==> config.mk <==
export PLATFORM = sky130hd
export DESIGN_NAME = pipemem_stage
export DESIGN_NICKNAME = d
export VERILOG_FILES = /design/src/rtl/pipemem_stage_pkg.sv /design/src/rtl/pipemwreg.sv /design/src/rtl/pipemem_stage.sv
export SDC_FILE = /design/constraint.sdc
export NUM_CORES = 1
export LEC_CHECK = 0
export CAP_MARGIN = 15
export CORE_UTILIZATION = 34
export DETAILED_ROUTE_END_ITERATION = 8
export HOLD_SLACK_MARGIN = 0.1
export PLACE_DENSITY = 0.67
export RECOVER_POWER = 100
export SLEW_MARGIN = 20
export SYNTH_ARGS = -nofsm -noshare
export SYNTH_HDL_FRONTEND = slang
export SYNTH_HIERARCHICAL = 1
export SYNTH_SLANG_ARGS = --single-unit
==> constraint.sdc <==
create_clock -name clock -period 1.69 [get_ports clock]
set_input_delay 0.338 -clock clock [delete_from_list [all_inputs] [get_ports clock]]
set_output_delay 0.338 -clock clock [all_outputs]
set_load 0.005 [all_outputs]
==> src/rtl/pipemem_stage_pkg.sv <==
// Shared CPU definitions for the memory-access stage: FSM encoding, bundle widths,
// default watchdog limit and a saturating counter helper.
package pipemem_stage_pkg;

    localparam int unsigned DataWidth      = 32;
    localparam int unsigned RegWidth       = 5;
    localparam int unsigned CntWidth       = 8;
    localparam int unsigned DefaultTimeout = 15;

    typedef enum logic {
        StIdle = 1'b0,
        StWait = 1'b1
    } state_e;

    function automatic logic [CntWidth-1:0] sat_inc(input logic [CntWidth-1:0] v);
        return (v == {CntWidth{1'b1}}) ? v : v + 1'b1;
    endfunction

endpackage

==> src/rtl/pipemwreg.sv <==
// MEM/WB pipeline register; a bubble loads all-zero control and data.
module pipemwreg
    import pipemem_stage_pkg::*;
(
    input  logic                 clock,
    input  logic                 resetn,
    input  logic                 bubble,
    input  logic                 mwreg,
    input  logic                 mm2reg,
    input  logic [DataWidth-1:0] mmo,
    input  logic [DataWidth-1:0] malu,
    input  logic [RegWidth-1:0]  mrn,
    output logic                 wwreg,
    output logic                 wm2reg,
    output logic [DataWidth-1:0] wmo,
    output logic [DataWidth-1:0] walu,
    output logic [RegWidth-1:0]  wrn
);

    always_ff @(posedge clock or negedge resetn) begin
        if (!resetn) begin
            wwreg  <= 1'b0;
            wm2reg <= 1'b0;
            wmo    <= '0;
            walu   <= '0;
            wrn    <= '0;
        end else if (bubble) begin
            wwreg  <= 1'b0;
            wm2reg <= 1'b0;
            wmo    <= '0;
            walu   <= '0;
            wrn    <= '0;
        end else begin
            wwreg  <= mwreg;
            wm2reg <= mm2reg;
            wmo    <= mmo;
            walu   <= malu;
            wrn    <= mrn;
        end
    end

endmodule

==> src/rtl/pipemem_stage.sv <==
// Memory-access stage: registered req/ack transaction with the data memory, upstream stall,
// watchdog-forced completion with a sticky error flag, and the MEM/WB register.
module pipemem_stage
    import pipemem_stage_pkg::*;
#(
    parameter int unsigned TIMEOUT = DefaultTimeout
) (
    input  logic                 clock,
    input  logic                 resetn,
    input  logic                 mwreg,
    input  logic                 mm2reg,
    input  logic                 mwmem,
    input  logic [DataWidth-1:0] malu,
    input  logic [DataWidth-1:0] mb,
    input  logic [RegWidth-1:0]  mrn,
    output logic                 dmem_req,
    output logic                 dmem_we,
    output logic [DataWidth-1:0] dmem_addr,
    output logic [DataWidth-1:0] dmem_wdata,
    input  logic                 dmem_ack,
    input  logic [DataWidth-1:0] dmem_rdata,
    output logic                 mstall,
    output logic                 merr,
    output logic                 wwreg,
    output logic                 wm2reg,
    output logic [DataWidth-1:0] wmo,
    output logic [DataWidth-1:0] walu,
    output logic [RegWidth-1:0]  wrn
);

    localparam logic [CntWidth-1:0] TimeoutLast = CntWidth'(TIMEOUT - 1);

    state_e                state_q, state_d;
    logic [CntWidth-1:0]   cnt_q, cnt_d;
    logic                  req_q, req_d;
    logic                  merr_q, merr_d;
    logic                  we_q;
    logic [DataWidth-1:0]  addr_q, wdata_q;

    logic                  memop;
    logic                  issue;
    logic                  stall;
    logic                  bubble;
    logic                  wb_wreg;
    logic                  wb_m2reg;
    logic [DataWidth-1:0]  wb_mo;
    logic [DataWidth-1:0]  wb_alu;
    logic [RegWidth-1:0]   wb_rn;

    assign memop = mm2reg | mwmem;

    always_comb begin
        state_d  = state_q;
        cnt_d    = cnt_q;
        req_d    = req_q;
        merr_d   = merr_q;
        issue    = 1'b0;
        stall    = 1'b0;
        bubble   = 1'b1;
        wb_wreg  = mwreg;
        wb_m2reg = mm2reg;
        wb_mo    = '0;
        wb_alu   = malu;
        wb_rn    = mrn;

        unique case (state_q)
            StIdle: begin
                // dmem_ack is deliberately not looked at here
                if (memop) begin
                    stall   = 1'b1;
                    issue   = 1'b1;
                    req_d   = 1'b1;
                    cnt_d   = '0;
                    state_d = StWait;
                end else begin
                    bubble = 1'b0;
                end
            end
            StWait: begin
                if (dmem_ack) begin
                    bubble  = 1'b0;
                    wb_mo   = mwmem ? '0 : dmem_rdata;
                    req_d   = 1'b0;
                    state_d = StIdle;
                end else if (cnt_q == TimeoutLast) begin
                    // Forced completion: retire without a register write
                    bubble  = 1'b0;
                    wb_wreg = 1'b0;
                    merr_d  = 1'b1;
                    req_d   = 1'b0;
                    state_d = StIdle;
                end else begin
                    stall = 1'b1;
                    cnt_d = sat_inc(cnt_q);
                end
            end
        endcase
    end

    always_ff @(posedge clock or negedge resetn) begin
        if (!resetn) begin
            state_q <= StIdle;
            cnt_q   <= '0;
            req_q   <= 1'b0;
            merr_q  <= 1'b0;
        end else begin
            state_q <= state_d;
            cnt_q   <= cnt_d;
            req_q   <= req_d;
            merr_q  <= merr_d;
        end
    end

    // Request attributes are captured once at issue and held through WAIT
    always_ff @(posedge clock or negedge resetn) begin
        if (!resetn) begin
            we_q    <= 1'b0;
            addr_q  <= '0;
            wdata_q <= '0;
        end else if (issue) begin
            we_q    <= mwmem;
            addr_q  <= malu;
            wdata_q <= mb;
        end
    end

    pipemwreg u_pipemwreg (
        .clock  (clock),
        .resetn (resetn),
        .bubble (bubble),
        .mwreg  (wb_wreg),
        .mm2reg (wb_m2reg),
        .mmo    (wb_mo),
        .malu   (wb_alu),
        .mrn    (wb_rn),
        .wwreg  (wwreg),
        .wm2reg (wm2reg),
        .wmo    (wmo),
        .walu   (walu),
        .wrn    (wrn)
    );

    assign dmem_req   = req_q;
    assign dmem_we    = we_q;
    assign dmem_addr  = addr_q;
    assign dmem_wdata = wdata_q;
    assign mstall     = stall;
    assign merr       = merr_q;

endmodule

==> reports/results.ini <==
[routing]
drc = 0
drt_iter0_drc = 102
totalWireLength_mm = 14.4
viasPerCell = 4.43
ant_nets = 0
drt_first_pass_iters = 4
wl_per_cell_um = 16.0
vias = 3972

[placed_design]
placed_cell_area_um2 = 8450
io_buffers = 245
dpl.hpwl_mm = 10.3
gp_congestion = 0.839
dp.cells = 859

[run]
maxCapViolCount = 0

[yosys]
synth_area_leaders = dfrtp_1, mux2_2, nor2b_1
syn_inst = 386
ys_seq_elements = 147
synth.distinct_cells = 37
synth_top_area_share_pct = 66.5
syn-num-nets = 495
syn-mean-instance-area_um2 = 14.3
netlist_area_um2 = 5540
yosys.area.top_type = dfrtp_1
yosysSeqAreaShare_pct = 66.5
ys_warn_count = 6

[sta]
worst_slew_pin_slew_ns = 1.08
rsz0062_at_grt = yes
final.setup_skew_ns = 0.00635
worst_slack_ns = -0.247
period_share_pct = 115
whs_ns = 0.462
finalMaxSlewViolations = 0
hold_violations = 0
fmax_ghz = 0.516
fin_crit_ns = 1.94
setup_viol = 1
maxSlewHeadroom_pct = 27.8

[global_route]
grt_start_max_net_pins = 43
grt_pass1_wl_mm = 21.3
antenna_found_initial = 0
first_global_vias = 4214
track_usage_pct = 17.1
overflow = 0

[outcome]
violations = setup timing
status = finished with violations

[floorplanning]
top_level_ports = 246
num_rows = 46
die_area_um2 = 16800
die_y_um = 130
die_x_um = 130
coreArea_um2 = 15900
start_util_pct = 34.8

[clock_tree]
clk_pin_slew_ns = 0.06
clockBufferDepth = 2
numCtsBuffers = 17
cts-root-buf = clkbuf_16
clock_latency_ns = 0.41
htreeDepth = 4
cts.sinks = 147
cts_tree = yes

[final_layout]
seq_area_um2 = 3680
final_common_cell = clkdlybuf4s50_1
design_area_um2 = 9230
area_growth_pct = 66.8
drive_gt1_share_pct = 23.5
fillCellCount = 1309
instances_no_fill = 896
antenna_cells = 0
finish.utilization_pct = 58.1
mostFrequentLayoutCells = clkdlybuf4s50_1, dfrtp_1, mux2_2
multi_input_area_um2 = 1840
final_net_count = 777

[critical_path]
worstPathRequired_ns = 1.35
cp-start-kind = flop
crit_type = reg -> out
path_max_fanout = 2
cp.arrival_ns = 1.60
worstSetupEndpointType = primary output

[power]
p_leak_nw = 4.00
irDropWorstVdd_uv = 695
powerDensity_nw_per_um2 = 1330

[worst_hold_path]
hp-class = reg -> reg

==> worst max-delay path: stages, from the launching register on <==
cell and delay (ns):
dfrtp_1 0.38, or3_4 0.41, o21ai_4 0.19, nand2_2 0.08
buf_6 0.13
==> routing by layer <==
layer,up-vias,track usage (%),wire length [um]
li1,1839,-,-
met1,1926,17.7,5420
met2,181,28.9,7020
met3,26,7.56,1520
met4,0,9.71,410
met5,-,0,0
==> registers in the layout, summed over array words and instances, names as in the netlist, 5 cells and up <==
register          cells
dmem_wdata           32
u_pipemwreg/wmo      32
u_pipemwreg/walu     32
cnt_q                 8
dmem_addr            32
u_pipemwreg/wrn       5
==> synthesized netlist by cell type <==
library cell    n
and3_2          1
nand3_2         1
o31ai_1         1
o32ai_1         1
or3_4           1
clkbuf_1        3
a21boi_0        1
a211o_1         2
dfrtp_1       147
o21ai_2         1
clkbuf_8        1
nand2b_1        1
buf_6           1
nand3_1         2
a21o_2          1
nor3_1          4
and2_1         33
mux2i_1         4
o2bb2ai_1       3
nand4_1         1
nand2_1         4
nand4b_1        1
nor2_1          4
inv_1           5
mux2_2         65
o21ai_4         1
o21ai_0         2
a21o_1          1
ha_1            2
nor2b_1        71
o21a_4          1
nor2_2          1
or2_2           1
buf_2          11
and3_1          3
and2b_2         1
buf_4           2
==> worst paths after layout <==
kind                                from                  to  slack, ns  depth (start not counted)
worst max register to register  cnt_q[5]  u_pipemwreg/wmo[1]       0.04                          6
worst min-delay path                merr                merr       0.46                          1
worst min register to register      merr                merr       0.46                          1
max in group asynchronous         resetn            cnt_q[0]       0.16                          3
min in group asynchronous         resetn        dmem_addr[2]       0.67                          2
worst max-delay path            cnt_q[5]              mstall      -0.25                          4
==> power by group <==
part / switching [W] / total, W / internal (W)
Clock: 0.00138 / 0.00381 / 0.00243
Sequential: 0.000364 / 0.00468 / 0.00431
Combinational: 0.00135 / 0.00381 / 0.00246
==> cells by family (layout without fill, tap and decap cells) <==
kind of cell	count (synthesis)	in the layout	synth area share (%)
adders and majority gates	2	2	0.452
DFF	147	147	66.5
and+or+nand+nor	130	130	14.5
muxes	69	69	13.9
AOI/OAI and AO/OA	15	15	2.42
buffers and inverters	23	317	2.26
==> repair_timing <==
| item | CTS | global route |
|---|---|---|
| hold buffers | 1 | 0 |
| endpoints found under the setup margin | 26 | 71 |
| endpoints found under the hold margin | 35 | 0 |
| gates cloned | 0 | 3 |
| pin swaps | 3 | 0 |
| buffers inserted | 0 | 2 |
| gates resized for setup | 8 | 30 |
==> through the flow <==
step / TNS, ns / worst slack [ns] / total power (W)
final: -0.247 / -0.247 / 0.0123
after global routing: -4.16 / -0.344 / 0.0130
after CTS: -0.269 / -0.269 / 0.0123
after detailed placement: -27.03 / -0.365 / 0.00840
after global placement: -23.73 / -0.357 / 0.00827
after floorplan: 0 / 0.112 / 0.00601
==> cell type report <==
type	count	share of cell area [%]
Tap cell	216	2.93
Multi-Input combinational cell	216	19.9
Clock buffer	23	5.18
Clock inverter	8	1.37
Inverter	5	0.203
Timing Repair Buffer	281	30.6
Sequential cell	147	39.8
Power figures use the tool's default switching activity.
